## src/rtl/softmax_prob_reader.sv

```systemverilog
// Streams one completed row of the softermax probability buffer out as a valid/ready stream.
// Define SOFTMAX_PROB_READER_SAT_EN to saturate (rather than truncate) the reduced probability.
module softmax_prob_reader #(
    parameter  int LARGE_SIZE = 16,
    parameter  int ROW_WIDTH  = 64,
    parameter  int OUT_WIDTH  = 8,
    parameter  int SHIFT      = 8,
    localparam int AW         = $clog2(ROW_WIDTH)
) (
    input  logic                  clk,
    input  logic                  rst,
    input  logic                  final_out_valid,
    output logic [AW-1:0]         read_addr,
    input  logic [LARGE_SIZE:0]   prob_buffer_out,
    output logic                  out_valid,
    input  logic                  out_ready,
    output logic [OUT_WIDTH-1:0]  out_data,
    output logic [AW-1:0]         out_index,
    output logic                  out_last,
    output logic                  busy,
    output logic                  done
);

    localparam logic [AW:0]   LAST_CNT  = (AW+1)'(ROW_WIDTH - 1);
    localparam logic [AW-1:0] LAST_ADDR = AW'(ROW_WIDTH - 1);

    typedef enum logic [1:0] {
        S_IDLE,
        S_ISSUE,
        S_DRAIN,
        S_DONE
    } state_t;

    state_t               state;
    logic                 fov_q;
    logic [AW:0]          issue_cnt;
    logic                 inflight;

    logic                 head_valid;
    logic [OUT_WIDTH-1:0] head_data;
    logic [AW-1:0]        head_idx;
    logic                 head_last;
    logic                 tail_valid;
    logic [OUT_WIDTH-1:0] tail_data;
    logic [AW-1:0]        tail_idx;
    logic                 tail_last;

    logic                 start;
    logic                 pop;
    logic                 push;
    logic                 issue;
    logic [1:0]           fifo_count;
    logic [1:0]           credit_used;
    logic [OUT_WIDTH-1:0] reduced;
    logic                 push_last;

    assign start = final_out_valid && !fov_q;
    assign pop   = head_valid && out_ready;
    assign push  = inflight;

    // A pop in the same cycle frees a slot, which is what sustains one element per cycle.
    assign fifo_count  = {1'b0, head_valid} + {1'b0, tail_valid};
    assign credit_used = fifo_count + {1'b0, inflight} - {1'b0, pop};
    assign issue       = (state == S_ISSUE) && (credit_used < 2'd2);

`ifdef SOFTMAX_PROB_READER_SAT_EN
    logic [LARGE_SIZE:0] shifted;
    assign shifted = prob_buffer_out >> SHIFT;
    assign reduced = (|(shifted >> OUT_WIDTH)) ? {OUT_WIDTH{1'b1}} : shifted[OUT_WIDTH-1:0];
`else
    assign reduced = OUT_WIDTH'(prob_buffer_out >> SHIFT);
`endif

    // read_addr still holds the address whose data is arriving this cycle.
    assign push_last = (read_addr == LAST_ADDR);

    assign out_valid = head_valid;
    assign out_data  = head_data;
    assign out_index = head_idx;
    assign out_last  = head_last;

    always_ff @(posedge clk) begin
        if (rst) begin
            state     <= S_IDLE;
            fov_q     <= 1'b0;
            issue_cnt <= '0;
            read_addr <= '0;
            inflight  <= 1'b0;
            busy      <= 1'b0;
            done      <= 1'b0;
        end else begin
            fov_q    <= final_out_valid;
            inflight <= issue;
            done     <= 1'b0;
            case (state)
                S_IDLE: begin
                    if (start) begin
                        state     <= S_ISSUE;
                        issue_cnt <= '0;
                        busy      <= 1'b1;
                    end
                end
                S_ISSUE: begin
                    if (issue) begin
                        read_addr <= issue_cnt[AW-1:0];
                        issue_cnt <= issue_cnt + 1'b1;
                        if (issue_cnt == LAST_CNT) begin
                            state <= S_DRAIN;
                        end
                    end
                end
                S_DRAIN: begin
                    // Finish on the final handshake so done lands on the very next cycle.
                    if (pop && head_last && !inflight) begin
                        state <= S_DONE;
                        done  <= 1'b1;
                        busy  <= 1'b0;
                    end
                end
                S_DONE: begin
                    state <= S_IDLE;
                end
                default: begin
                    state <= S_IDLE;
                end
            endcase
        end
    end

    // Two-entry skid FIFO; the head registers drive the stream outputs directly.
    always_ff @(posedge clk) begin
        if (rst) begin
            head_valid <= 1'b0;
            head_data  <= '0;
            head_idx   <= '0;
            head_last  <= 1'b0;
            tail_valid <= 1'b0;
            tail_data  <= '0;
            tail_idx   <= '0;
            tail_last  <= 1'b0;
        end else if (pop) begin
            if (tail_valid) begin
                head_data <= tail_data;
                head_idx  <= tail_idx;
                head_last <= tail_last;
                if (push) begin
                    tail_data <= reduced;
                    tail_idx  <= read_addr;
                    tail_last <= push_last;
                end else begin
                    tail_valid <= 1'b0;
                end
            end else begin
                head_valid <= push;
                if (push) begin
                    head_data <= reduced;
                    head_idx  <= read_addr;
                    head_last <= push_last;
                end
            end
        end else if (push) begin
            if (!head_valid) begin
                head_valid <= 1'b1;
                head_data  <= reduced;
                head_idx   <= read_addr;
                head_last  <= push_last;
            end else begin
                tail_valid <= 1'b1;
                tail_data  <= reduced;
                tail_idx   <= read_addr;
                tail_last  <= push_last;
            end
        end
    end

endmodule

```

## config.mk

```make
export PLATFORM = sky130hd
export DESIGN_NAME = softmax_prob_reader
export DESIGN_NICKNAME = d
export VERILOG_FILES = /design/src/rtl/softmax_prob_reader.sv
export SDC_FILE = /design/constraint.sdc
export NUM_CORES = 1
export LEC_CHECK = 0
export ABC_AREA = 1
export BUFFER_PORTS_ARGS = -buffer_cell sky130_fd_sc_hd__buf_2
export CAP_MARGIN = 10
export CORE_MARGIN = 8
export CORE_UTILIZATION = 50
export DETAILED_ROUTE_END_ITERATION = 7
export PLACE_DENSITY_LB_ADDON = 0.08
export SKIP_CTS_REPAIR_TIMING = 1
export SYNTH_ARGS = -nofsm -noshare
export SYNTH_HDL_FRONTEND = slang
export SYNTH_SLANG_ARGS = --single-unit
```

## constraint.sdc

```tcl
create_clock -name clk -period 3.2 [get_ports clk]
set_input_delay 0.32 -clock clk [delete_from_list [all_inputs] [get_ports clk]]
set_output_delay 0.32 -clock clk [all_outputs]
set_load 0.03 [all_outputs]
```

Word level (Yosys, flattened, before mapping)
Cells that the tools add are included.
{"block": "word_totals", "latch_bits": 0, "n_memories": 0, "elab_cells": 103, "ramBits": 0, "mem_bits_ro": 0, "ff_bits": 51}
{"block": "classes", "n_reduce_logical": 22, "n_eq_ne": 13, "n_mux": 47, "n_div": 0, "magnitude_cmp": 1, "multipliers": 0, "n_bitwise": 1, "add_sub_neg": 4, "shift": 0}
{"operator": "8-bit 2-to-1 mux", "n": 9}
{"operator": "6-bit 2-to-1 mux", "n": 9}
{"operator": "1-bit 2-to-1 mux", "n": 20}
{"operator": "7-bit 2-to-1 mux", "n": 2}
{"operator": "7-bit one-hot mux with 2 select lines", "n": 1}
{"operator": "2-bit != test (second input constant)", "n": 6}
{"operator": "2-bit nonzero test", "n": 5}
{"operator": "3-bit AND reduction", "n": 3}
{"operator": "2-bit 2-to-1 mux", "n": 4}
{"operator": "2-bit one-hot mux with 4 select lines", "n": 1}
{"operator": "4-bit AND reduction", "n": 2}
{"operator": "7-bit by 1-bit adder with 7-bit output (second input constant)", "n": 1}
{"operator": "7-bit by 6-bit equality test with 1-bit output (second input constant)", "n": 1}
{"operator": "6-bit equality test (second input constant)", "n": 1}
{"operator": "2-bit AND reduction", "n": 3}
{"operator": "1-bit logical AND", "n": 5}
{"operator": "2-bit equality test (second input constant)", "n": 2}
{"operator": "2-bit by 1-bit != test with 1-bit output (second input constant)", "n": 2}
{"operator": "1-bit by 1-bit adder with 2-bit output", "n": 1}
{"operator": "2-bit by 1-bit adder with 2-bit output", "n": 1}
{"operator": "2-bit by 1-bit equality test with 1-bit output (second input constant)", "n": 1}
{"operator": "1-bit zero test", "n": 2}
{"operator": "2-bit zero test", "n": 1}
{"operator": "2-bit less-than comparator (second input constant)", "n": 1}
{"operator": "4 further kinds", "n": 4}

Logic depth before layout (Yosys ltp)
{"block": "logic_depth", "ltp_word": 7, "depth_mapped": 12, "mapped_depth_nobuf": 12}

Worst setup path after synthesis
OpenSTA, ideal clock, no wires.
{"block": "synth_path", "path_type": "flip-flop to flip-flop", "start": "reg head_valid, in the netlist out_valid", "end": "reg read_addr[0]", "slack_ns": 1.098, "t_arrival_ns": 1.982, "setup_time_ns": 0.121, "period_less_slack_ns": 2.102, "t_required_ns": 3.079, "path_stages_with_launch": 11, "cell_sequence": "dfxtp_1 -> nand2_2 -> ha_1 -> ha_1 -> nand2_1 -> nand2_1 -> nand2_2 -> nand3_2 -> buf_4 -> o21ai_0 -> a21oi_1"}
{"block": "synth_via", "elab_chain_len": 6}
{"element": "start, declared", "line_no": "39", "text": "logic head_valid;"}
{"element": "start signal, assigned", "line_no": "154", "text": "head_valid <= push;"}
{"element": "1-bit by 1-bit adder with 2-bit output", "line_no": "62", "text": "assign fifo_count = {1'b0, head_valid} + {1'b0, tail_valid};"}
{"element": "2-bit by 1-bit adder with 2-bit output", "line_no": "63", "text": "assign credit_used = fifo_count + {1'b0, inflight} - {1'b0, pop};"}
{"element": "2-bit by 1-bit subtractor with 2-bit output *", "line_no": "63"}
{"element": "2-bit less-than comparator *", "line_no": "64", "text": "assign issue = (state == S_ISSUE) && (credit_used < 2'd2);"}
{"element": "1-bit logical AND *", "line_no": "64"}
{"element": "2-bit AND reduction (no line) *"}
{"element": "end signal, assigned", "line_no": "105", "text": "read_addr <= issue_cnt[AW-1:0];"}
{"element": "end, declared", "line_no": "13", "text": "output logic [AW-1:0] read_addr,"}
Mark *: on every way between the ends. The rest lies on a longest branch, timed or not.
A chain may end at the register's enable or synchronous reset.

Final worst setup path
{"block": "layout_path", "start": "reg head_valid, in the netlist out_valid", "end": "reg issue_cnt[5]"}
{"block": "layout_via", "elab_chain_len": 7}
{"element": "1-bit by 1-bit adder with 2-bit output", "line_no": "62"}
{"element": "2-bit by 1-bit adder with 2-bit output", "line_no": "63"}
{"element": "2-bit by 1-bit subtractor with 2-bit output *", "line_no": "63"}
{"element": "2-bit less-than comparator *", "line_no": "64"}
{"element": "1-bit logical AND *", "line_no": "64"}
{"element": "2-bit != test (no line) *"}
{"element": "3-bit AND reduction (no line) *"}
{"element": "end signal, assigned", "line_no": "106", "text": "issue_cnt <= issue_cnt + 1'b1;"}
{"element": "end, declared", "line_no": "36", "text": "logic [AW:0] issue_cnt;"}
Marks and branches as above.

==> run_results.csv <==
group,metric,value,unit
yosys,syn_area,2390,um2
worst_setup_path,crit_top_cell,"nand2_1",
drt,drcViolationCount,0,
floorplan,io_pins,45,
finish,nets,383,
worst_setup_path,ff2ff_path_depth,12,
timing,timing_worst_slew_pin_value,1.04,ns
placed_design,io_buf_count,35,
yosys,synth_seq_cells,51,
clocking,cts.root.buffer_cell,"clkbuf_8",
floorplan,placeableCoreArea,4660,um2
finish,diodes,0,
worst_setup_path,setup.reg_to_reg.worst_slack,0.97,ns
global_route,via_count_of_the_first_global_routing_pass,1903,
yosys,postSynthCellCount,325,
job,max_capacitance_violation_total,0,
clocking,cts_tree,"done",
finish,final_area,2700,um2
global_route,grt.total_usage,13.6,%
power_and_ir_drop,leakage_power_figure,1.17,nW
drt,drt_iter0_markers,75,
min_path,holdCritPathClass,"input port to flip-flop",
timing,fmax,0.449,GHz
floorplan,die_h,85.2,um
worst_setup_path,worstReg2RegEnd,"issue_cnt[5]",
floorplan,die_area,7250,um2
global_route,grt_first_pass_wirelength,8270,um
finish,syn2layout_area_growth,12.7,%
worst_setup_path,cp_data_required_time,3.45,ns
outcome,status,"finished clean",
worst_setup_path,worstPathMaxFanout,14,
timing,setup-tns-final,0,ns
clocking,cts_buffers,5,
clocking,maximum_clock_path_buffer_count,2,
finish,leading_cell_type_in_the_layout_fill_and_taps_excluded,"nand2_1",
worst_setup_path,slowest_stage,"dfxtp_1",
global_route,grt_start_max_net_pins,40,
drt,drt-met1-wl,2280,um
yosys,leading_post_synthesis_cells_by_cell_area,"dfxtp_1 43%, nand2_1 8.9%, nor2_1 8.3%",
drt,post_drt_wl_per_cell,11.6,um
timing,min_period,2.23,ns
placed_design,placed_area,2570,um2
worst_setup_path,timing.critical_path.to_type,"flip-flop",
timing,finalClockSkew,0.0110,ns
drt,wl_met2,2240,um
finish,instances_no_fill,410,
timing,final_min_period_over_clock_period,69.6,%
timing,rsz_0062_raised_after_global_routing,"no",
floorplan,die_x,85.2,um
power_and_ir_drop,power.density_cell_area,738,nW/um2
worst_setup_path,startpoint_type,"flip-flop",
placed_design,gp_congestion,0.861,
yosys,number_of_nets_in_the_synthesized_netlist,353,
min_path,worst_hold_path.endpoint,"fov_q",
drt,route.vias.total,2088,
min_path,hold_path_depth,3,
min_path,hp-start,"final_out_valid",
yosys,synth.avg_cell_area,7.36,um2
clocking,clk_latency,0.30,ns
drt,ant_nets,0,
drt,met3_wirelength,223,um
yosys,synthesis_warning_total,0,
placed_design,place.detailed.instances,402,
worst_setup_path,timing.critical_path.slowest_cell_delay,0.42,ns
clocking,clk_pin_slew_worst_paths,0.10,ns
worst_setup_path,crit_type,"flip-flop to flip-flop",
timing,hold_viol_final,0,
worst_setup_path,worstReg2RegStart,"out_valid",
drt,top_signal_layer_used,"met4",
finish,post_route_cells_drive_above_1_share,20.5,%
global_route,initial_antenna_violation_count,0,
drt,drtPass1Iterations,4,
floorplan,rows,25,
floorplan,initial_core_util,51.3,%
yosys,cell_accounting_for_the_most_synthesized_area,"dfxtp_1",
global_route,gr-total-overflow,0,
finish,layout_common_cells,"57 x nand2_1, 53 x nor2_1, 51 x dfxtp_1, 37 x o21ai_0, 35 x buf_2",
drt,detail_route.vias_per_cell,5.09,
finish,fin_util,57.9,%
timing,slew_headroom,30.8,%
placed_design,dp_hpwl,3350,um
worst_setup_path,ordered_list_of_cells_on_the_worst_path,"nand2_2 > ha_1 > ha_1 > nand2_1 > nand2_1 > nand2_2 > nand3_2 > nand2_4 > nand2_2 > nand2_1 > nand2_1 > nor2_1",
clocking,cts-htree-levels,2,
yosys,ys_seq_area_share,42.7,%
power_and_ir_drop,ir_worst_vdd,0.000371,V
worst_setup_path,cp.arrival,2.48,ns
drt,drt-total-wl,4780,um
timing,slew_viol_final,0,
timing,setup_viol_count_final,0,
yosys,yosysTopAreaCellShare,42.7,%
yosys,yosysUniqueCellTypes,28,
clocking,clock-sinks,51,
==> sequential cells by signal (all words and copies together) (netlist names), 2 cells and up <==
register	cells
out_data	8
tail_data	8
issue_cnt	7
out_index	6
read_addr	6
tail_idx	6
state	2
==> cell usage after synthesis <==
cell	instances
nor2_4	1
nand2_2	3
xnor2_1	1
buf_4	1
dfxtp_1	51
o21ai_0	37
buf_2	12
o21ai_4	1
inv_4	1
a21oi_2	6
buf_6	2
ha_1	7
nand2_4	1
nand4_1	2
inv_1	23
a21boi_1	1
o21ai_2	5
nor2_1	53
nand2_1	57
a31oi_1	8
nor3_1	1
a21oi_1	20
clkbuf_1	2
nand3_1	16
o21ai_1	6
nand3_2	3
nor2_2	1
inv_2	3
==> worst max path at each step <==
stage / startpoint / end / slack (ns) / depth (start not counted)
floorplan: out_valid / read_addr[0] / 1.10 / 10
global placement: out_valid / out_data[0] / 0.98 / 8
detailed placement: out_valid / issue_cnt[5] / 0.94 / 12
CTS: out_valid / issue_cnt[5] / 0.92 / 12
global route: out_valid / out_data[0] / 0.67 / 8
finish: out_valid / issue_cnt[5] / 0.97 / 12
==> metal layers <==
layer  track usage, %  vias up
li1                 -     1126
met1             15.3      918
met2             24.4       40
met3             2.90        4
met4             5.34        0
met5                0        -
==> critical path: cells and delay by family (launching register included) <==
family / cells / cell delay (ns)
flip-flops: 1 / 0.42
adder cells (fa/ha/maj): 2 / 0.58
AND/OR/NAND/NOR: 10 / 1.19
==> cells by family after synthesis <==
logic type / count (synthesis) / share of synthesized area (%)
AND/OR/NAND/NOR: 138 / 24.6
XOR/XNOR: 1 / 0.366
buffers and inverters: 44 / 8.42
adder cells (fa/ha/maj): 7 / 3.66
flip-flops: 51 / 42.7
AO/OA/AOI/OAI: 84 / 20.3
==> where the power goes <==
group	switching (mW)	leakage, nW	total, mW	internal (mW)
registers	0.0713	0.414	0.805	0.734
clock network	0.215	0.0618	0.472	0.257
logic	0.482	0.695	0.712	0.230
==> cell type report <==
type	instances	area, um2
fill	445	1960
multi-input combinational	230	1170
sequential	51	1020
timing repair buffer	40	213
inverter	27	104
clock buffer	6	82.6
tap	54	67.6
clock inverter	2	38.8
==> stage by stage <==
step | hold WS [ns] | power [mW] | setup slack (ns)
final | 0.230 | 1.99 | 0.973
after CTS | 0.220 | 2.01 | 0.923
after global routing | 0.253 | 2.14 | 0.669
after detailed placement | 0.465 | 1.54 | 0.942
after global placement | 0.461 | 1.53 | 0.979
after floorplan | 0.442 | 1.38 | 1.10
Note: power is estimated with default switching activity, not from simulation.
